<file path="src/rtl/mem_port_arbiter.sv">
// Round-robin arbiter sharing one single-port word RAM between IF and D.
// Ports: if_* fetch req/gnt/rvalid, d_* load/store, mem_* RAM, conflict_cnt.
module mem_port_arbiter #(
  parameter int RAM_SIZE = 512,
  parameter int MEM_LAT  = 1,
  parameter int CNT_W    = 16,
  localparam int W  = $clog2(RAM_SIZE),
  localparam int LW = (MEM_LAT > 1) ? $clog2(MEM_LAT) : 1
) (
  input  logic             clk,
  input  logic             rst_n,
  input  logic             if_req,
  input  logic [31:0]      if_addr,
  output logic             if_gnt,
  output logic             if_rvalid,
  output logic [31:0]      if_rdata,
  output logic             if_err,
  input  logic             d_req,
  input  logic             d_we,
  input  logic [31:0]      d_addr,
  input  logic [3:0]       d_be,
  input  logic [31:0]      d_wdata,
  output logic             d_gnt,
  output logic             d_rvalid,
  output logic [31:0]      d_rdata,
  output logic             d_err,
  output logic             mem_en,
  output logic             mem_we,
  output logic [W-1:0]     mem_addr,
  output logic [3:0]       mem_be,
  output logic [31:0]      mem_wdata,
  input  logic [31:0]      mem_rdata,
  output logic [CNT_W-1:0] conflict_cnt
);

  typedef enum logic {IDLE, BUSY} state_t;

  state_t        state_q, state_d;
  logic [LW-1:0] cnt_q, cnt_d;
  logic          owner_d_q;
  logic          last_d_q;
  logic          err_q;
  logic          we_q;

  logic          arb;
  logic          resp;
  logic          pick_d;
  logic          gnt_any;
  logic [31:0]   win_addr;
  logic          win_err;
  logic          win_we;
  logic [31:0]   rsp_data;
  logic          unused_ok;

  assign unused_ok = ^{if_addr[1:0], d_addr[1:0]};

  always_comb begin
    state_d   = state_q;
    cnt_d     = cnt_q;
    resp      = rst_n && (state_q == BUSY) && (cnt_q == '0);
    arb       = rst_n && ((state_q == IDLE) || (cnt_q == '0));
    // IF wins a tie unless it owned the last grant.
    pick_d    = d_req && !(if_req && last_d_q);
    gnt_any   = arb && (if_req || d_req);
    win_addr  = pick_d ? d_addr : if_addr;
    win_err   = {2'b00, win_addr[31:2]} >= 32'(RAM_SIZE);
    win_we    = pick_d && d_we;
    if_gnt    = gnt_any && !pick_d;
    d_gnt     = gnt_any && pick_d;
    mem_en    = gnt_any && !win_err;
    mem_we    = mem_en && win_we;
    mem_addr  = mem_en ? win_addr[W+1:2] : '0;
    mem_be    = (mem_en && pick_d) ? d_be : 4'b0000;
    mem_wdata = mem_we ? d_wdata : 32'h0;
    rsp_data  = (we_q || err_q) ? 32'h0 : mem_rdata;
    if_rvalid = resp && !owner_d_q;
    d_rvalid  = resp && owner_d_q;
    if_rdata  = if_rvalid ? rsp_data : 32'h0;
    d_rdata   = d_rvalid ? rsp_data : 32'h0;
    if_err    = if_rvalid && err_q;
    d_err     = d_rvalid && err_q;
    if (gnt_any) begin
      state_d = BUSY;
      cnt_d   = LW'(MEM_LAT - 1);
    end else if (resp) begin
      state_d = IDLE;
    end else if (state_q == BUSY) begin
      cnt_d   = cnt_q - 1'b1;
    end
  end

  always_ff @(posedge clk or negedge rst_n) begin
    if (!rst_n) begin
      state_q      <= IDLE;
      cnt_q        <= '0;
      owner_d_q    <= 1'b0;
      last_d_q     <= 1'b1;
      err_q        <= 1'b0;
      we_q         <= 1'b0;
      conflict_cnt <= '0;
    end else begin
      state_q <= state_d;
      cnt_q   <= cnt_d;
      if (gnt_any) begin
        owner_d_q <= pick_d;
        last_d_q  <= pick_d;
        err_q     <= win_err;
        we_q      <= win_we;
      end
      if (gnt_any && if_req && d_req &&
          conflict_cnt != {CNT_W{1'b1}})
        conflict_cnt <= conflict_cnt + 1'b1;
    end
  end

endmodule

</file>
<file path="config.mk">
export PLATFORM = sky130hd
export DESIGN_NAME = mem_port_arbiter
export DESIGN_NICKNAME = d
export VERILOG_FILES = /design/src/rtl/mem_port_arbiter.sv
export SDC_FILE = /design/constraint.sdc
export NUM_CORES = 1
export LEC_CHECK = 0
export CORE_AREA = 2 2 105 107
export DETAILED_ROUTE_END_ITERATION = 8
export DIE_AREA = 0 0 107 109
export GPL_TIMING_DRIVEN = 0
export PLACE_DENSITY = 0.71
export SYNTH_ARGS = -nofsm -noshare
export SYNTH_HDL_FRONTEND = slang
export SYNTH_SLANG_ARGS = --single-unit
</file>
<file path="constraint.sdc">
create_clock -name clk -period 2.25 [get_ports clk]
set_input_delay 0.225 -clock clk [delete_from_list [all_inputs] [get_ports clk]]
set_output_delay 0.225 -clock clk [all_outputs]
set_load 0.02 [all_outputs]
</file>
After elaboration in Yosys (flattened, before gate mapping)
Cells that the tools add are included.
Widths: inputs -> output; s select.
- bits in registers: 22
- bits of input ports: 137
- $add $sub $neg: 2
- $lt $le $gt $ge: 1
- equal/unequal tests: 2
- muxes and demuxes: 12
- bitwise gates (word level): 2
- reductions and logical operators: 29
- operators with widths (cell ; count):
    $mux 32 ; 5
    $ge 30x10->1 const B ; 1
    $logic_and 1x1->1 ; 19
    $add 16x1->16 const B ; 1
    $ne 16x16->1 const B ; 1
    $mux 9 ; 1
    $mux 1 ; 5
    $logic_not 1->1 ; 4
    $mux 4 ; 1
    $reduce_bool 2->1 ; 2
    $logic_or 1x1->1 ; 3
    $ne 2x1->1 const B ; 1
    $not 1->1 ; 2
    $reduce_and 2->1 ; 1
    $sub 1x1->1 const B ; 1

Depth between registers and ports, before layout
Gate-level depths: netlist of run 1.
- depth in word-level cells: 9
- depth in mapped cells: 5
- depth with buffers taken out: 5

Least setup slack after synthesis of run 1
OpenSTA, ideal clock, no wires.
- path type: flip-flop to flip-flop
- start: reg conflict_cnt[0]
- end: reg conflict_cnt[1]
- library setup time: 0.125 ns
- arrival: 1.815 ns
- required time: 2.125 ns
- slack: 0.310 ns
- stages on the path, launching flop included: 6
- buffers on the path: 0
- cell sequence: dfrtp_1 > ha_1 > and3_1 > and4_1 > a21oi_1 > mux2_2
- longest elaborated chain between the ends: 2
- elaborated cells between the ends (all ways): 3
- ends and longest elaborated chain (what ; line ; text):
    start: declaration ; 33 ; output logic [CNT_W-1:0] conflict_cnt
    start signal: assignment ; 112 ; conflict_cnt <= conflict_cnt + 1'b1;
    parallel branches: the longest is 2 deep, another holds $add 16x1->16 ; -- ;
Parallel ways; which one is timed is not known.
A chain may end at the register's enable or synchronous reset.

Worst setup path after layout of run 1
- start: reg cnt_q
- end: out mem_addr[4]
- longest elaborated chain between the ends: 6
- ends and longest elaborated chain (what ; line ; text):
    start: declaration ; 39 ; logic [LW-1:0] cnt_q, cnt_d;
    start signal: assignment ; 103 ; cnt_q <= cnt_d;
    $not 1->1 ; 61 ; arb = rst_n && ((state_q == IDLE) || (cnt_q == '0));
    $logic_or 1x1->1 ; 61 ;
    $logic_and 1x1->1 ; 61 ;
    $logic_and 1x1->1 ; 64 ; gnt_any = arb && (if_req || d_req);
    $logic_and 1x1->1 ; 70 ; mem_en = gnt_any && !win_err;
    $mux 9 ; 72 ; mem_addr = mem_en ? win_addr[W+1:2] : '0;
    end: declaration ; 29 ; output logic [W-1:0] mem_addr,
No other way between the ends.

==> results.cfg, run 1 <==
[clock_tree]
cts_root_buffer = clkbuf_8
clk_pin_slew_worst_paths_ns = 0.08
htreeDepth = 1
clock_latency_ns = 0.26
cts_tree = yes
cts_sinks = 22
numCtsBuffers = 3
cts_buffer_depth = 2

[floorplan]
start_util_pct = 19.78
coreArea_um2 = 10600
fp.dieW_um = 107
die_y_um = 109
pin_count = 270
dieArea_um2 = 11660
fp-row-count = 38

[power_and_ir_drop]
switching_share_pct = 33.66
clkPwrFrac_pct = 18.5
power.leakage_uw = 0.002844
peakVddDrop_mv = 0.7250
p_per_area_nw_per_um2 = 295.4
pwr-share-comb_pct = 45.1
p_int_uw = 1018
seqPwrFrac_pct = 36.3
switching_power_uw = 516.3

[cells_and_area]
utilization_pct = 48.99
area_delta_synth_final_pct = 147.7
layout.cells.non_filler = 684
final_area_um2 = 5194
final_cell_mix = 136 x clkdlybuf4s50_1, 68 x and3_1, 47 x dlygate4sd2_1
num-fill-cells = 1013
final_common_cell = clkdlybuf4s50_1
nets = 683
drive_above_1_share_pct = 23.53
n_antenna_cell = 0

[synth]
yosys.area.top_type_share_pct = 25.06
avgSynthCellArea_um2 = 8.191
synth_seq_area_share_pct = 26.31
synth_edf_count = 0
yosysUniqueCellTypes = 42
async_flop_share_pct = 100.0
yosys_warnings = 0
synth_area_leaders = dfrtp_1 25%, and3_1 21%, and2_1 12%
syn_inst = 256
synth_flop_cell = dfrtp_1
synthesis.area_um2 = 2097
yosys.area.top_type = dfrtp_1
ys_seq_elements = 22
syn_nets = 394

[grt]
grt_overflow = 0
grt_util_met2_pct = 27.53
grt_antenna_before_repair = 0
grt.met1_usage_pct = 22.27
grt_most_used_layer = met2
use_met3_pct = 8.189
first_global_vias = 3108
grt_util_all_layers_pct = 17.57
grt_pass1_wl_um = 16400
grt_max_degree = 22

[routing]
first_iter_violations = 227
num_vias = 3122
detail_route.vias_per_cell = 4.564
ant_nets = 0
wl_per_cell_um = 16.61
drt_first_pass_iters = 4
drc = 0
drt_wl_total_um = 11360

[sta]
hold_violations = 0
rsz0062_at_grt = yes
fmax_ghz = 0.4491
clock_skew_ns = 0.001964
post-route-period-util_pct = 98.96
worstMarginPinSlew_ns = 0.9582
finalMaxSlewViolations = 0
finalCriticalPeriod_ns = 2.227
setup_viol = 0
max_slew_margin_pct = 35.91

[place]
gp_congestion = 0.8461
port_buffers = 265
hpwl_um = 9089
postPlaceCellArea_um2 = 4925
placedCellCount = 661

[worst_setup_path]
critical_path.most_common_cell = buf_6
crit_path_top_delay_cell = dfrtp_2
critPathKind = register to primary output
crit_fanout = 5
worstPathCellList = a21boi_4, nand4_1, buf_6, buf_6, nor3_4, buf_6, buf_6, a22o_1, buf_6
crit_family = buffers and inverters
start_kind = register
arrival_ns = 2.00
slowest_delay_ns = 0.44
cp_data_required_time_ns = 2.03
end_kind = primary output
r2r_slack_ns = 0.22
path_buf_inv = 5

[run]
drv_cap = 0

[status]
status = finished, final reports clean

[hold_path]
hold_path_class = input pin to register
-- sequential cells by signal, indices dropped and copies added (netlist names) --
signal        flops
we_q              1
conflict_cnt     16
owner_d_q         1
last_d_q          1
err_q             1
cnt_q             1
state_q           1
-- cell families (layout without fill, tap and decap cells) --
family	Yosys count	count (layout)	synth area share, %
AO/OA/AOI/OAI	27	27	10.26
buffers and inverters	23	311	5.310
flip-flops	22	22	26.31
AND/OR/NAND/NOR	169	169	51.31
XOR/XNOR	11	11	4.594
multiplexers	3	3	1.611
adder cells (fa/ha/maj)	1	1	0.5966
-- metrics by stage --
| stage | total power [uW] | setup slack, ns | hold WS (ns) | TNS, ns |
|---|---|---|---|---|
| after floorplan | 791.4 | 0.3100 | -0.07059 | 0 |
| after global placement | 1208 | -1.508 | 0.4672 | -165.33 |
| after detailed placement | 1223 | -1.554 | 0.4772 | -171.24 |
| after CTS | 1530 | -0.1146 | 0.3262 | -1.007 |
| after global routing | 1634 | -0.05547 | 0.3341 | -0.1548 |
| final | 1534 | 0.02332 | 0.3230 | 0 |
-- cell usage after synthesis (4+ instances only) --
cell	n
and4_1	4
xor2_1	5
a22o_1	9
and2_1	39
nand2_1	13
clkbuf_1	14
nand4_1	10
inv_1	4
nor4_1	6
nor2_1	7
nand3_1	5
dfrtp_1	21
xnor2_1	6
and3_1	69
-- metal layers --
| layer | vias to the layer above | part of all wire, % |
|---|---|---|
| met1 | 1421 | 40 |
| met4 | 0 | 1.9 |
| met2 | 164 | 45 |
| li1 | 1517 | - |
| met5 | - | 0 |
| met3 | 20 | 12 |
-- worst reg2reg max path: cells and delay by family, from the launching register on --
kind / cells / cell delay, ns
compound gates: 1 / 0.31
flops: 1 / 0.43
mux: 1 / 0.38
fa+ha+maj: 1 / 0.31
simple gates: 2 / 0.49
-- worst paths after layout --
check | from | endpoint | cells after the start
worst max register to register | conflict_cnt[0] | conflict_cnt[1] | 5
worst min-delay path | rst_n | cnt_q | 3
worst min register to register | conflict_cnt[10] | conflict_cnt[10] | 1
min in group asynchronous | rst_n | last_d_q | 2
max in group asynchronous | rst_n | cnt_q | 2
worst max-delay path | cnt_q | mem_addr[4] | 9
-- power by group through the flow --
stage               Clock (uW)  Sequential (uW)  Combinational (uW)
global route               312              573                 749
detailed placement           0              556                 667
global placement             0              553                 655
floorplan                    0              594                 198
finish                     285              557                 692
CTS                        291              555                 684
-- what timing repair did --
action	in CTS	in global routing
gates resized for setup	351	62
setup buffers	15	3
setup endpoints to repair	134	82
hold buffers	2	0
cloned	3	0
endpoints found under the hold margin	21	0
pin swaps	12	18
-- area by class of cell --
class	count	area, um2	share of cell area [%]
Buffer	17	107.6	2.072
Sequential cell	22	553.0	10.65
Inverter	4	15.01	0.2891
Timing Repair Buffer	286	2751	52.98
Multi-Input combinational cell	211	1536	29.58
Tap cell	140	175.2	3.373
Clock buffer	4	55.05	1.060
No activity file was read; power rests on OpenSTA's default activity.
==> inputs of run 2 (changes only) <==
==> constraint.sdc (replaced) <==
create_clock -name clk -period 2.1 [get_ports clk]
set_input_delay 0.21 -clock clk [delete_from_list [all_inputs] [get_ports clk]]
set_output_delay 0.21 -clock clk [all_outputs]
set_load 0.02 [all_outputs]
==> results.cfg, run 2 (synthesis results as in run 1) <==
[routing]
ant_nets = 0
detail_route.vias_per_cell = 4.499
num_vias = 3163
drt_wl_total_um = 11920
drt_first_pass_iters = 4
wl_per_cell_um = 16.95
first_iter_violations = 233
drc = 0

[floorplan]
pin_count = 270
coreArea_um2 = 10600
dieArea_um2 = 11660
fp-row-count = 38
start_util_pct = 19.78
die_y_um = 109
fp.dieW_um = 107

[worst_setup_path]
reg2reg_depth = 5
critPathKind = register to primary output
start_kind = register
r2r_slack_ns = 0.16
cp_data_required_time_ns = 1.89
end_kind = primary output
crit_fanout = 6
arrival_ns = 2.01

[cells_and_area]
layout.cells.non_filler = 703
final_cell_mix = 128 x clkdlybuf4s50_1, 67 x and3_1, 67 x buf_6
layout.area.seq_um2 = 551.8
area_delta_synth_final_pct = 152.6
n_antenna_cell = 0
regMostFlops = conflict_cnt
final_common_cell = clkdlybuf4s50_1
nets = 702
drive_above_1_share_pct = 40.85
num-fill-cells = 987
largest_reg_flops = 16
multi_input_area_um2 = 1604

[grt]
grt_antenna_before_repair = 0
grt_max_degree = 22
first_global_vias = 3227
grt_util_all_layers_pct = 18.53
grt_overflow = 0
grt_pass1_wl_um = 17270

[power_and_ir_drop]
switching_share_pct = 33.87
p_int_uw = 1131
switching_power_uw = 579.3
seqPwrFrac_pct = 34.6
power.leakage_uw = 0.002758
p_per_area_nw_per_um2 = 322.8
peakVddDrop_mv = 0.7833
clkPwrFrac_pct = 18.0
pwr-share-comb_pct = 47.4

[clock_tree]
cts_root_buffer = clkbuf_8
cts_sinks = 22
cts_buffer_depth = 2
htreeDepth = 1
clk_pin_slew_worst_paths_ns = 0.08
clock_latency_ns = 0.26
numCtsBuffers = 3
cts_tree = yes

[sta]
worstMarginPinSlew_ns = 0.9686
setup_ws_ns = -0.1247
max_slew_margin_pct = 35.21
final.setup.tns_ns = -2.024
clock_skew_ns = 0.004466
hold_violations = 0
fmax_ghz = 0.4495
setup_viol = 43
rsz0062_at_grt = yes
post-route-period-util_pct = 105.9
finalCriticalPeriod_ns = 2.225
finalMaxSlewViolations = 0

[place]
hpwl_um = 9089
gp_congestion = 0.8461
port_buffers = 265
placedCellCount = 661

[hold_path]
holdPathStages = 3
hold_path_class = input pin to register

[status]
violations = negative setup slack
status = complete, but fails checks

[run]
drv_cap = 0
==> run 2: worst paths after layout <==
check	from	to
max	state_q	mem_addr[2]
min	rst_n	cnt_q
max reg2reg	conflict_cnt[0]	conflict_cnt[1]
min reg2reg	conflict_cnt[10]	conflict_cnt[10]
max in group asynchronous	rst_n	conflict_cnt[10]
min in group asynchronous	rst_n	last_d_q
==> run 2: power groups by stage <==
stage / clock network (uW) / registers (uW) / logic [uW]
6_report: 308 / 592 / 811
5_1_grt: 334 / 607 / 877
2_1_floorplan: 0 / 636 / 212
4_1_cts: 312 / 592 / 759
3_3_place_gp: 0 / 593 / 702
3_5_place_dp: 0 / 595 / 715
==> run 2: critical path, cell delays in order (launching register included) <==
cell and delay (ns):
dfrtp_1 0.42, a21boi_4 0.21, nand4_1 0.13, buf_6 0.15
buf_12 0.11, nor3_4 0.19, buf_6 0.16, buf_6 0.10
a22o_1 0.15, buf_6 0.12
==> run 2: layout make-up <==
| cell class | instances | share of cell area [%] |
|---|---|---|
| well taps | 140 | 3.307 |
| repair buffers | 305 | 52.48 |
| plain buffers | 17 | 2.197 |
| clock buffers | 4 | 1.039 |
| multi-input cells | 211 | 30.28 |
| flip-flops and latches | 22 | 10.42 |
| inverters | 4 | 0.2834 |
==> run 2: layer usage <==
layer | vias to the layer above | track usage, % | share of wire [%]
met5 | - | 0 | 0
met4 | 0 | 2.690 | 1.2
met3 | 14 | 7.890 | 11
met2 | 151 | 30.48 | 47
met1 | 1443 | 23.18 | 41
li1 | 1555 | - | -
==> run 2: metrics by stage <==
stage          total power [uW]  setup WS (ns)  utilization, %  instance area [um2]  hold slack (ns)
2_1_floorplan             848.0         0.1600               -                 2097         -0.08559
3_3_place_gp               1294         -1.628           46.45                 4925           0.4672
3_5_place_dp               1310         -1.674           46.45                 4925           0.4772
4_1_cts                    1664        -0.2339           50.34                 5338           0.3116
5_1_grt                    1818        -0.2268           49.96                 5298           0.3242
6_report                   1710        -0.1247           49.96                 5298           0.3176
==> run 2: repair_timing <==
item | 4_1_cts | 5_1_grt
cloned | 4 | 0
setup buffers | 26 | 11
endpoints found under the setup margin | 137 | 109
pin swaps | 39 | 25
gates resized for setup | 494 | 123
hold buffers | 2 | 0
hold endpoints to repair | 21 | 0
